File: src/rtl/mw_stage_buf_pkg.sv
// cpu_pkg: load funct3 encodings and the MEM/WB entry layout.
package cpu_pkg;
    localparam int MW_XLEN   = 32;
    localparam int MW_RA_W   = 5;
    localparam int MW_NUM_RF = 2;
    localparam logic [2:0] F3_LB  = 3'b000;
    localparam logic [2:0] F3_LH  = 3'b001;
    localparam logic [2:0] F3_LW  = 3'b010;
    localparam logic [2:0] F3_LBU = 3'b100;
    localparam logic [2:0] F3_LHU = 3'b101;
    typedef struct packed {
        logic [MW_XLEN-1:0]             alu_out;
        logic [MW_XLEN-1:0]             ld_data;
        logic [1:0]                     addr_lo;
        logic [MW_NUM_RF*MW_RA_W-1:0]   rd;
        logic [MW_NUM_RF-1:0]           we;
        logic [2:0]                     funct3;
        logic                           wb_sel;
    } mw_entry_t;
endpackage

File: src/rtl/mw_stage_buf_if.sv
// mw_stage_buf_if: MEM-side and WB-side handshakes of the MEM/WB stage.
interface mw_stage_buf_if
    import cpu_pkg::*;
#(
    parameter int XLEN   = MW_XLEN,
    parameter int RA_W   = MW_RA_W,
    parameter int NUM_RF = MW_NUM_RF
);
    logic                   m_valid;
    logic                   m_ready;
    logic [XLEN-1:0]        m_alu_out;
    logic [XLEN-1:0]        m_ld_data;
    logic [1:0]             m_addr_lo;
    logic [NUM_RF*RA_W-1:0] m_rd;
    logic [NUM_RF-1:0]      m_we;
    logic [2:0]             m_funct3;
    logic                   m_wb_sel;
    logic                   flush;
    logic                   w_valid;
    logic                   w_ready;
    logic [XLEN-1:0]        w_wb_data;
    logic [NUM_RF*RA_W-1:0] w_rd;
    logic [NUM_RF-1:0]      w_we;
    logic                   w_misalign;
    logic [1:0]             occ;
    modport master (
        output m_valid, m_alu_out, m_ld_data, m_addr_lo, m_rd, m_we, m_funct3, m_wb_sel, flush, w_ready,
        input  m_ready, w_valid, w_wb_data, w_rd, w_we, w_misalign, occ
    );
    modport slave (
        input  m_valid, m_alu_out, m_ld_data, m_addr_lo, m_rd, m_we, m_funct3, m_wb_sel, flush, w_ready,
        output m_ready, w_valid, w_wb_data, w_rd, w_we, w_misalign, occ
    );
endinterface

File: src/rtl/mw_stage_buf_load_fmt.sv
// load_fmt: extracts and extends the loaded byte/half/word and flags misalignment.
module load_fmt
    import cpu_pkg::*;
(
    input  logic [2:0]         funct3,
    input  logic [1:0]         addr_lo,
    input  logic [MW_XLEN-1:0] word,
    output logic [MW_XLEN-1:0] data,
    output logic               misalign
);
    logic [7:0]  b;
    logic [15:0] h;
    assign b = 8'(word >> {addr_lo, 3'b000});
    assign h = addr_lo[1] ? word[31:16] : word[15:0];
    assign data = funct3 == F3_LB  ? {{24{b[7]}}, b} :
                  funct3 == F3_LBU ? {24'h0, b} :
                  funct3 == F3_LH  ? {{16{h[15]}}, h} :
                  funct3 == F3_LHU ? {16'h0, h} : word;
    assign misalign = ((funct3 == F3_LH || funct3 == F3_LHU) && addr_lo[0]) ||
                      (funct3 == F3_LW && addr_lo != 2'd0);
endmodule

File: src/rtl/mw_stage_buf.sv
// mw_stage_buf: MEM/WB stage with a two-entry skid buffer, flush and load formatting.
// m_ready is registered so WB stalls never reach MEM combinationally.
module mw_stage_buf
    import cpu_pkg::*;
#(
    parameter int XLEN   = MW_XLEN,
    parameter int RA_W   = MW_RA_W,
    parameter int NUM_RF = MW_NUM_RF
) (
    input  logic           clk,
    input  logic           rst,
    mw_stage_buf_if.slave  io
);
    mw_entry_t         head, skid, head_n, skid_n, in_e;
    logic              head_v, skid_v, head_v_n, skid_v_n, ready_q, acc, pop, fmt_mis, mis;
    logic [XLEN-1:0]   fmt_data;
    logic [NUM_RF-1:0] we_out;
    assign in_e = '{alu_out: io.m_alu_out, ld_data: io.m_ld_data, addr_lo: io.m_addr_lo,
                    rd: io.m_rd, we: io.m_we, funct3: io.m_funct3, wb_sel: io.m_wb_sel};
    assign acc = io.m_valid & ready_q;
    assign pop = head_v & io.w_ready;
    // ready_q is low whenever the skid is full, so acc and a full skid never coincide
    always_comb begin
        head_n   = head;
        skid_n   = skid;
        head_v_n = head_v;
        skid_v_n = skid_v;
        if (io.flush) begin
            head_v_n = 1'b0;
            skid_v_n = 1'b0;
        end else if (pop) begin
            head_v_n = skid_v | acc;
            head_n   = skid_v ? skid : in_e;
            skid_v_n = 1'b0;
        end else if (acc) begin
            skid_n   = head_v ? in_e : skid;
            skid_v_n = head_v;
            head_n   = head_v ? head : in_e;
            head_v_n = 1'b1;
        end
    end
    always_ff @(posedge clk) begin
        if (!rst) begin
            head    <= '0;
            skid    <= '0;
            head_v  <= 1'b0;
            skid_v  <= 1'b0;
            ready_q <= 1'b0;
        end else begin
            head    <= head_n;
            skid    <= skid_n;
            head_v  <= head_v_n;
            skid_v  <= skid_v_n;
            ready_q <= !(head_v_n & skid_v_n);
        end
    end
    load_fmt u_fmt (
        .funct3   (head.funct3),
        .addr_lo  (head.addr_lo),
        .word     (head.ld_data),
        .data     (fmt_data),
        .misalign (fmt_mis)
    );
    assign mis = head_v & head.wb_sel & fmt_mis;
    always_comb begin
        we_out    = head.we & {NUM_RF{head_v & !mis}};
        we_out[0] = we_out[0] & (head.rd[RA_W-1:0] != '0);
    end
    assign io.m_ready    = ready_q;
    assign io.w_valid    = head_v;
    assign io.w_wb_data  = head.wb_sel ? fmt_data : head.alu_out;
    assign io.w_rd       = head.rd;
    assign io.w_we       = we_out;
    assign io.w_misalign = mis;
    assign io.occ        = {1'b0, head_v} + {1'b0, skid_v};
endmodule

File: src/flat_wrapper.sv
// flat-port wrapper written by rule: the top's interface ports become plain ports
module mw_stage_buf_flat import cpu_pkg::*;
#(
    parameter int XLEN   = MW_XLEN,
    parameter int RA_W   = MW_RA_W,
    parameter int NUM_RF = MW_NUM_RF
)
  (clk, rst, io_m_valid, io_m_alu_out, io_m_ld_data, io_m_addr_lo, io_m_rd, io_m_we, io_m_funct3, io_m_wb_sel, io_flush, io_w_ready, io_m_ready, io_w_valid, io_w_wb_data, io_w_rd, io_w_we, io_w_misalign, io_occ);
  mw_stage_buf_if #(.XLEN(XLEN), .RA_W(RA_W), .NUM_RF(NUM_RF)) io_i ();
  input  logic clk;
  input  logic rst;
  input wire logic [$bits(io_i.m_valid)-1:0] io_m_valid;
  input wire logic [$bits(io_i.m_alu_out)-1:0] io_m_alu_out;
  input wire logic [$bits(io_i.m_ld_data)-1:0] io_m_ld_data;
  input wire logic [$bits(io_i.m_addr_lo)-1:0] io_m_addr_lo;
  input wire logic [$bits(io_i.m_rd)-1:0] io_m_rd;
  input wire logic [$bits(io_i.m_we)-1:0] io_m_we;
  input wire logic [$bits(io_i.m_funct3)-1:0] io_m_funct3;
  input wire logic [$bits(io_i.m_wb_sel)-1:0] io_m_wb_sel;
  input wire logic [$bits(io_i.flush)-1:0] io_flush;
  input wire logic [$bits(io_i.w_ready)-1:0] io_w_ready;
  output wire logic [$bits(io_i.m_ready)-1:0] io_m_ready;
  output wire logic [$bits(io_i.w_valid)-1:0] io_w_valid;
  output wire logic [$bits(io_i.w_wb_data)-1:0] io_w_wb_data;
  output wire logic [$bits(io_i.w_rd)-1:0] io_w_rd;
  output wire logic [$bits(io_i.w_we)-1:0] io_w_we;
  output wire logic [$bits(io_i.w_misalign)-1:0] io_w_misalign;
  output wire logic [$bits(io_i.occ)-1:0] io_occ;
  assign io_i.m_valid = io_m_valid;
  assign io_i.m_alu_out = io_m_alu_out;
  assign io_i.m_ld_data = io_m_ld_data;
  assign io_i.m_addr_lo = io_m_addr_lo;
  assign io_i.m_rd = io_m_rd;
  assign io_i.m_we = io_m_we;
  assign io_i.m_funct3 = io_m_funct3;
  assign io_i.m_wb_sel = io_m_wb_sel;
  assign io_i.flush = io_flush;
  assign io_i.w_ready = io_w_ready;
  assign io_m_ready = io_i.m_ready;
  assign io_w_valid = io_i.w_valid;
  assign io_w_wb_data = io_i.w_wb_data;
  assign io_w_rd = io_i.w_rd;
  assign io_w_we = io_i.w_we;
  assign io_w_misalign = io_i.w_misalign;
  assign io_occ = io_i.occ;
  mw_stage_buf #(.XLEN(XLEN), .RA_W(RA_W), .NUM_RF(NUM_RF)) u_core (.clk(clk), .rst(rst), .io(io_i));
endmodule
File: config.mk
export PLATFORM = sky130hd
export DESIGN_NAME = mw_stage_buf_flat
export DESIGN_NICKNAME = d
export VERILOG_FILES = /design/src/rtl/mw_stage_buf_pkg.sv /design/src/rtl/mw_stage_buf_if.sv /design/src/rtl/mw_stage_buf_load_fmt.sv /design/src/rtl/mw_stage_buf.sv /design/src/flat_wrapper.sv
export SDC_FILE = /design/constraint.sdc
export NUM_CORES = 1
export LEC_CHECK = 0
export CELL_PAD_IN_SITES_DETAIL_PLACEMENT = 0
export CELL_PAD_IN_SITES_GLOBAL_PLACEMENT = 1
export CORE_UTILIZATION = 30
export DETAILED_ROUTE_END_ITERATION = 16
export GPL_TIMING_DRIVEN = 1
export PLACE_DENSITY = 0.58
export SLEW_MARGIN = 20
export SYNTH_ARGS = -nofsm -noshare
export SYNTH_HDL_FRONTEND = slang
export SYNTH_SLANG_ARGS = --single-unit
File: constraint.sdc
create_clock -name clk -period 3.74 [get_ports clk]
set_input_delay 0.748 -clock clk [delete_from_list [all_inputs] [get_ports clk]]
set_output_delay 0.748 -clock clk [all_outputs]
set_load 0.02 [all_outputs]
* Word level (Yosys, flattened, before mapping)
Index checks and enable logic that the tools add are counted.
** Storage, ports and cells
- Bits in read-only memories :: 0
- Bits in writable memories :: 0
- Bits of input ports :: 87
- Register bits after elaboration :: 167
- Memories kept :: 0
- Bits in latches :: 0
** Cells by class
- Reductions and logical operators :: 12
- Bitwise operators :: 11
- $mul :: 0
- Multiplexer cells :: 16
- Order comparisons :: 0
- Eq/ne operators :: 5
- Shifts and indexed selects :: 1
- Div/mod/pow operators :: 0
- Add/sub/neg operators :: 1
** Operators by type and width (number)
- $mux 82 :: 4
- $mux 32 :: 5
- $shr 32x5->8 :: 1
- $mux 16 :: 1
- $and 1x1->1 :: 7
- $eq 3x3->1 const B :: 2
- $mux 1 :: 6
- $reduce_bool 5->1 :: 1
- $reduce_and 4->1 :: 1
- $reduce_bool 2->1 :: 2
- $eq 3x1->1 const B :: 1
- $eq 3x2->1 const B :: 1
- $logic_not 3->1 :: 1
- $reduce_and 3->1 :: 1
- $add 1x1->2 :: 1
- $and 2x2->2 :: 1
- $logic_and 1x1->1 :: 2
- $logic_not 1->1 :: 2
- $logic_or 1x1->1 :: 2
- $ne 2x2->1 const B :: 1
- $not 1->1 :: 2
- $or 1x1->1 :: 1

* Logic depth before layout (Yosys ltp)
Gate-level depths: netlist of the first run.
- Word-level depth :: 9
- Gate-level depth with buffers :: 8

* By module
Synthesis of the first run repeated with hierarchy kept, for this count alone.
** Unflattened totals
- Cells, all modules :: 1035
- Area, all modules :: 8633.3 sq um
** By module, submodules not included
- mw_stage_buf :: cells each 911, seq. area each 3343.2 sq um, area an instance 7788.7 sq um, times used 1
- load_fmt :: cells each 124, seq. area each 0.0 sq um, area an instance 844.6 sq um, times used 1

* Least setup slack after synthesis of the first run
No wires, ideal clock.
- Kind :: reg2out
- Start :: reg u_core.head[1] in the netlist's numbering
- End :: out io_w_wb_data[10]
- Arrival :: 1759 ps
- Slack :: 1233 ps
- Stages on the path, launching flop included :: 9
- Data required time :: 2992 ps
- Cell sequence :: dfxtp_1 -> buf_2 -> nor2b_1 -> clkbuf_1 -> and2_1 -> buf_2 -> buf_4 -> a221oi_1 -> a21oi_1
** On the way
- Word-level cells in the longest chain between the ends :: 6
- Elaborated cells on any way between the ends :: 9
** Ends and longest elaborated chain
- start, declared :: RTL line mw_stage_buf.sv:14 : mw_entry_t head, skid, head_n, skid_n, in_e;
- start signal, assigned :: RTL line mw_stage_buf.sv:50 : head <= head_n;
- $eq 3x3->1 :: RTL line mw_stage_buf_load_fmt.sv:18 : funct3 == F3_LHU ? {16'h0, h} : word;
- $mux 32 :: RTL line mw_stage_buf_load_fmt.sv:18
- $mux 32 :: RTL line mw_stage_buf_load_fmt.sv:17 : funct3 == F3_LH ? {{16{h[15]}}, h} :
- $mux 32 :: RTL line mw_stage_buf_load_fmt.sv:16 : funct3 == F3_LBU ? {24'h0, b} :
- $mux 32 (*) :: RTL line mw_stage_buf_load_fmt.sv:15 : assign data = funct3 == F3_LB ? {{24{b[7]}}, b} :
- $mux 32 (*) :: RTL line mw_stage_buf.sv:71 : assign io.w_wb_data = head.wb_sel ? fmt_data : head.alu_out;
- end, declared :: RTL line flat_wrapper.sv:24 : output wire logic [$bits(io_i.w_wb_data)-1:0] io_w_wb_data;
Mark *: on every way between the ends. The rest lies on a longest branch, timed or not.

* Worst setup path after layout of the first run
- Start :: reg u_core.head[1] in the netlist's numbering
- End :: out io_w_wb_data[1]
The elaborated chain is that of the path after synthesis.

==> out/qor.yml, run 1 <==
hold_viol: 0
busiest_layer: "met2"
reg2reg_from: "u_core.io.w_valid$_SDFF_PN0_"
synth_nets: 988
fin_crit_ns: 3.64
power.switching_mw: 1.11
worstSetupStartpointType: "flip-flop"
multi_input_area_mm2: 0.00434
cp_data_required_time_ns: 2.99
cts.sinks: 167
antenna_cells: 0
coreArea_mm2: 0.0264
drtIter0Drc: 433
slew_violations: 0
setup_tns_ns: 0
grt_usage: 0.176
syn_area_mm2: 0.00813
hold_depth: 2
die_w_um: 167
ys_seq_elements: 167
initial_core_util: 0.309
setup_viol: 0
reg2reg_depth: 5
hp-class: "flip-flop to flip-flop"
rsz0062_at_grt: "false"
ioPinCount: 136
die_area_mm2: 0.0278
drive_gt1_frac: 0.0712
antenna_found_initial: 0
swShare: 0.267
clock_latency_ns: 0.44
std_cell_rows: 59
postRouteAntennaNets: 0
drtPass1Iterations: 5
p_leak_nw: 4.89
vias: 6580
hold_end: "u_core.skid[35]$_SDFFE_PN0P_"
synthCells: 900
regToRegSetupSlack_ns: 1.72
use_met2: 0.271
end_kind: "output pin"
mostFrequentLayoutCells: "nand2_1 (251), dfxtp_1 (166), clkdlybuf4s50_1 (134), mux2i_1 (90), o211a_1 (82)"
p_int_mw: 3.03
cts_htree_levels: 4
grt-ovfl-total: 0
ir_worst_vdd_v: 0.000292
rr_endpoint: "u_core.skid[22]$_SDFFE_PN0P_"
max_freq_ghz: 0.275
clk_pin_slew_ns: 0.07
ys_types: 43
tightest_slew_ns: 0.702
n_fill_cell: 2694
power_frac_comb: 0.132
wl_per_cell_um: 17.9
drc: 0
io_buffer_count: 135
use_met1: 0.240
regArea_mm2: 0.00334
critPathKind: "flip-flop to output pin"
outcome: "completed"
via_per_inst: 4.94
drv_cap: 0
powerDensity_mw_per_mm2: 403
cts-root-buf: "clkbuf_16"
synth_area_per_cell_um2: 9.04
layout_commonest_cell: "nand2_1"
clockBufferDepth: 2
grt_max_degree: 69
period_share: 0.973
ys_seq_area_frac: 0.411
first_global_vias: 6364
use_met3: 0.0364
gp_congestion: 0.855
critPathMaxFanout: 14
clkPwrFrac: 0.410
crit_arrival_ns: 2.89
drt_wl_total_um: 23900
worstHoldStart: "u_core.skid[35]$_SDFFE_PN0P_"
finalPower_mw: 4.14
nets: 1073
fin_util: 0.390
cts_made_buffers: 17
yosysWarnings: 0
cts_tree: "built"
area_growth_pct: 26.4
dp_hpwl_um: 16300
slew_headroom: 0.529
die_h_um: 167
grt_pass1_wl_um: 37700
power_frac_seq: 0.458
clock_skew_ns: 0.0133
[metrics by stage]
step	hold WS, ns	std cells	setup WS [ns]	area [um2]
after floorplan	0.434	900	1.23	8130
after global placement	0.440	1300	0.589	9720
after detailed placement	0.444	1300	0.601	9720
after CTS	0.454	1331	0.123	10300
after global routing	0.469	1332	0.00172	10300
final	0.452	1332	0.0993	10300
[Yosys cell counts (all sizes together)]
cell type / instances / area share
nand2: 251 / 0.12
dfxtp: 167 / 0.41
mux2i: 90 / 0.11
a21boi: 82 / 0.076
o211a: 82 / 0.10
clkbuf: 46 / 0.021
buf: 43 / 0.033
nor2: 27 / 0.013
a21oi: 26 / 0.030
o21ai: 19 / 0.012
inv: 11 / 0.0051
nand3: 9 / 0.0055
a221oi: 8 / 0.0086
mux4: 8 / 0.025
o221ai: 8 / 0.0086
nor2b: 3 / 0.0026
a21o: 2 / 0.0018
and2: 2 / 0.0015
nor3b: 2 / 0.0018
a21bo: 1 / 0.0012
a31oi: 1 / 0.00077
and3: 1 / 0.00077
ha: 1 / 0.0015
mux2: 1 / 0.0014
nand2b: 1 / 0.00077
nand3b: 1 / 0.00092
nor3: 1 / 0.00061
nor4b: 1 / 0.0029
o2111a: 1 / 0.0014
o21a: 1 / 0.00092
or2: 1 / 0.00077
or3b: 1 / 0.0011
or4: 1 / 0.00092
[how the worst max path moves through the flow]
stage                             to  slack, ns                    startpoint
floorplan           io_w_wb_data[10]       1.23   u_core.head[1]$_SDFFE_PN0P_
global placement    io_w_wb_data[30]       0.59  u_core.head[17]$_SDFFE_PN0P_
detailed placement  io_w_wb_data[30]       0.60  u_core.head[17]$_SDFFE_PN0P_
CTS                 io_w_wb_data[30]       0.12  u_core.head[17]$_SDFFE_PN0P_
global route         io_w_wb_data[1]      0.002   u_core.head[1]$_SDFFE_PN0P_
finish               io_w_wb_data[1]        0.1   u_core.head[1]$_SDFFE_PN0P_
[metal layers]
| layer | part of all wire | routed length, um | up-vias |
|---|---|---|---|
| met5 | 0 | 0 | - |
| met4 | 0.023 | 558 | 0 |
| met3 | 0.038 | 911 | 32 |
| met2 | 0.45 | 10700 | 149 |
| met1 | 0.49 | 11700 | 3091 |
| li1 | - | - | 3308 |
[state kept, by name, summed over array words and instances (netlist names)]
register / cells
u_core.skid: 82
u_core.io.w_rd: 10
u_core.head: 72
u_core.io.m_ready: 1
u_core.io.w_valid: 1
u_core.skid_v: 1
[worst max-delay path: stages, from the launching register on]
cell and delay (ns):
dfxtp_1 0.48, nor2b_1 0.20, and2_1 0.56, mux2i_1 0.16, o221ai_1 0.38, clkdlybuf4s50_1 0.69
[cell type report]
class / instances / share of cell area
Timing Repair Buffer: 155 / 0.154
Inverter: 11 / 0.00402
Clock buffer: 18 / 0.0417
Sequential cell: 167 / 0.325
Multi-Input combinational cell: 633 / 0.422
Tap cell: 335 / 0.0408
Clock inverter: 13 / 0.0120
[cells by family after synthesis]
logic type	after synthesis	share of synthesized area
and+or+nand+nor	302	0.149
AOI/OAI and AO/OA	231	0.242
DFF	167	0.411
buffers and inverters	100	0.0594
muxes	99	0.138
adders and majority gates	1	0.00154
[what timing repair did]
action / CTS / global route
resized for setup: 0 / 0
setup buffers: 0 / 1
hold buffers: 0 / 0
setup endpoints to repair: 0 / 3
[power by group through the flow]
stage	Combinational [mW]	Clock (mW)	Sequential, mW
after floorplan	0.312	0	1.90
after global placement	0.555	0	1.94
after detailed placement	0.552	0	1.94
after CTS	0.555	1.76	1.90
after global routing	0.592	1.83	1.90
final	0.548	1.69	1.90
Power figures use the tool's default switching activity.
==> run 2, diff against run 1 <==
--- a/config.mk
+++ b/config.mk
@@ -8,8 +8,10 @@
 export CELL_PAD_IN_SITES_DETAIL_PLACEMENT = 0
 export CELL_PAD_IN_SITES_GLOBAL_PLACEMENT = 1
 export CORE_UTILIZATION = 30
+export CTS_CLUSTER_SIZE = 12
 export DETAILED_ROUTE_END_ITERATION = 16
 export GPL_TIMING_DRIVEN = 1
+export HOLD_SLACK_MARGIN = 0.03
 export PLACE_DENSITY = 0.58
 export SLEW_MARGIN = 20
 export SYNTH_ARGS = -nofsm -noshare
==> results of run 2 <==
No change in the layout: final DEF, timing and power equal those of run 1.
==> run 3, diff against run 2 <==
--- a/config.mk
+++ b/config.mk
@@ -6,13 +6,14 @@
 export NUM_CORES = 1
 export LEC_CHECK = 0
 export CELL_PAD_IN_SITES_DETAIL_PLACEMENT = 0
-export CELL_PAD_IN_SITES_GLOBAL_PLACEMENT = 1
+export CELL_PAD_IN_SITES_GLOBAL_PLACEMENT = 2
 export CORE_UTILIZATION = 30
+export CTS_BUF_LIST = sky130_fd_sc_hd__clkbuf_4 sky130_fd_sc_hd__clkbuf_8 sky130_fd_sc_hd__clkbuf_16
 export CTS_CLUSTER_SIZE = 12
 export DETAILED_ROUTE_END_ITERATION = 16
 export GPL_TIMING_DRIVEN = 1
 export HOLD_SLACK_MARGIN = 0.03
-export PLACE_DENSITY = 0.58
+export PLACE_DENSITY = 0.71
 export SLEW_MARGIN = 20
 export SYNTH_ARGS = -nofsm -noshare
 export SYNTH_HDL_FRONTEND = slang
==> out/qor.yml, run 3 (same netlist as run 1, synthesis figures left out) <==
outcome: "completed"
period_share: 0.918  # -0.0558
finalPower_mw: 4.21  # +1.8%
clockBufferDepth: 2  # unchanged
wl_per_cell_um: 18.3  # +2.0%
drt_wl_total_um: 24400  # +2.1%
grt-ovfl-total: 0  # unchanged
slew_violations: 0  # unchanged
use_met2: 0.272  # +0.000731
setup_viol: 0  # unchanged
drtPass1Iterations: 5  # unchanged
multi_input_area_mm2: 0.00434  # about the same
reg2reg_from: "u_core.io.w_valid$_SDFF_PN0_"
placed_area_mm2: 0.00971  # -0.14%
drc: 0  # unchanged
std_cell_rows: 59  # unchanged
max_flop_register: "u_core.skid"
ioPinCount: 136  # unchanged
cts_made_buffers: 17  # unchanged
die_area_mm2: 0.0278  # unchanged
die_h_um: 167  # unchanged
coreArea_mm2: 0.0264  # unchanged
fin_area_mm2: 0.0103  # +0.16%
powerDensity_mw_per_mm2: 409  # +1.6%
gp_congestion: 0.845  # -1.2%
layout_commonest_cell: "nand2_1"
rr_endpoint: "u_core.skid[75]$_SDFFE_PN0P_"
clk_pin_slew_ns: 0.07  # about the same
die_w_um: 167  # unchanged
end_kind: "output pin"
hold_depth: 2  # unchanged
cts_htree_levels: 4  # unchanged
clock_skew_ns: 0.0120  # -0.00128 ns
largest_register_ffs: 82  # unchanged
setup_tns_ns: 0  # unchanged
fin_crit_ns: 3.43  # -0.209 ns
cp_data_required_time_ns: 2.99  # about the same
initial_core_util: 0.309  # unchanged
hold_end: "u_core.skid[64]$_SDFFE_PN0P_"
worstHoldStart: "u_core.skid[64]$_SDFFE_PN0P_"
critPathMaxFanout: 15  # +1
grt_pass1_wl_um: 38300  # +1.6%
use_met1: 0.258  # +0.0179
via_per_inst: 4.95  # +0.15%
reg2reg_depth: 5  # unchanged
drtIter0Drc: 440  # +1.6%
hp-class: "flip-flop to flip-flop"
io_buffer_count: 135  # unchanged
drv_cap: 0  # unchanged
grt_usage: 0.180  # +0.00331
n_fill_cell: 2653  # -1.5%
max_freq_ghz: 0.291  # +6.1%
first_global_vias: 6197  # -2.6%
use_met3: 0.0371  # +0.000713
tightest_slew_ns: 1.04  # +0.336 ns
worstSetupStartpointType: "flip-flop"
drive_gt1_frac: 0.0731  # +0.00193
hold_viol: 0  # unchanged
area_growth_pct: 26.6
critPathKind: "flip-flop to output pin"
mostFrequentLayoutCells: "nand2_1 (251), dfxtp_1 (167), clkdlybuf4s50_1 (134), mux2i_1 (90), o211a_1 (82)"
rsz0062_at_grt: "false"
regToRegSetupSlack_ns: 1.48  # -0.24 ns
cts_tree: "built"
busiest_layer: "met2"
cts.sinks: 167  # unchanged
regArea_mm2: 0.00334  # about the same
cts-root-buf: "clkbuf_16"
p_leak_nw: 4.90  # +0.37%
dp_hpwl_um: 16300  # +0.21%
vias: 6595  # +0.23%
ir_worst_vdd_v: 0.000261  # -11%
grt_max_degree: 83  # +20%
crit_arrival_ns: 2.68  # -0.21 ns
antenna_cells: 0  # unchanged
clock_latency_ns: 0.43  # about the same
antenna_found_initial: 1  # +1
nets: 1073  # unchanged
postRouteAntennaNets: 0  # unchanged
slew_headroom: 0.307  # -0.221
-- run 3: changes by cell type in the layout (fill, tap and decap cells not counted), sizes merged --
cell | before | now
clkbuf | 18 | 19
clkinv | 3 | 2
inv | 14 | 17
clkinvlp | 6 | 4
-- run 3: where the power goes --
| group | internal, mW | switching, mW |
|---|---|---|
| sequential | 1.83 | 0.0656 |
| clock | 0.962 | 0.802 |
| combinational | 0.282 | 0.267 |
| total | 3.08 | 1.13 |
-- run 3: final cells by class --
type | count | share of cell area
sequential | 167 | 0.325
clock buffer | 19 | 0.0434
multi-input combinational | 633 | 0.421
inverter | 11 | 0.00401
clock inverter | 13 | 0.0131
timing repair buffer | 155 | 0.153
tap | 335 | 0.0407
-- run 3: critical path: stages, from the launching register on --
cell	delay [ns]
dfxtp_1	0.49
nor2b_1	0.23
a21o_1	0.38
o21ai_0	0.34
a21oi_4	0.22
clkdlybuf4s50_1	0.61
-- run 3: worst max path at each step --
stage / depth (start not counted) / startpoint / slack [ns] / to
finish: 5 / u_core.head[1]$_SDFFE_PN0P_ / 0.31 / io_w_wb_data[27]
global route: 5 / u_core.head[1]$_SDFFE_PN0P_ / 0.15 / io_w_wb_data[27]
CTS: 5 / u_core.head[1]$_SDFFE_PN0P_ / 0.10 / io_w_wb_data[5]
detailed placement: 5 / u_core.head[1]$_SDFFE_PN0P_ / 0.57 / io_w_wb_data[5]
global placement: 5 / u_core.head[1]$_SDFFE_PN0P_ / 0.60 / io_w_wb_data[5]
floorplan: 8 / u_core.head[1]$_SDFFE_PN0P_ / 1.23 / io_w_wb_data[10]
-- run 3: layer usage --
layer	vias to the layer above	part of all wire	wire, um
met3	22	0.039	962
met4	2	0.014	350
met5	-	0.00053	13
met2	158	0.44	10700
met1	3109	0.51	12300
li1	3304	-	-
-- run 3: repair_timing --
| action | in CTS | in global routing |
|---|---|---|
| hold buffers | 0 | 0 |
| gates resized for setup | 0 | 1 |
| setup buffers | 0 | 1 |
| setup endpoints to repair | 0 | 3 |
| hold endpoints to repair | 0 | 0 |
-- run 3: through the flow --
stage                     std cells  utilization  hold WS [ns]  worst slack [ns]
after floorplan                 900            -         0.434              1.23
after detailed placement       1300        0.368         0.444             0.573
after CTS                      1332        0.390         0.454             0.104
final                          1333        0.391         0.452             0.308
after global routing           1333        0.391         0.465             0.153
after global placement         1300        0.368         0.440             0.603
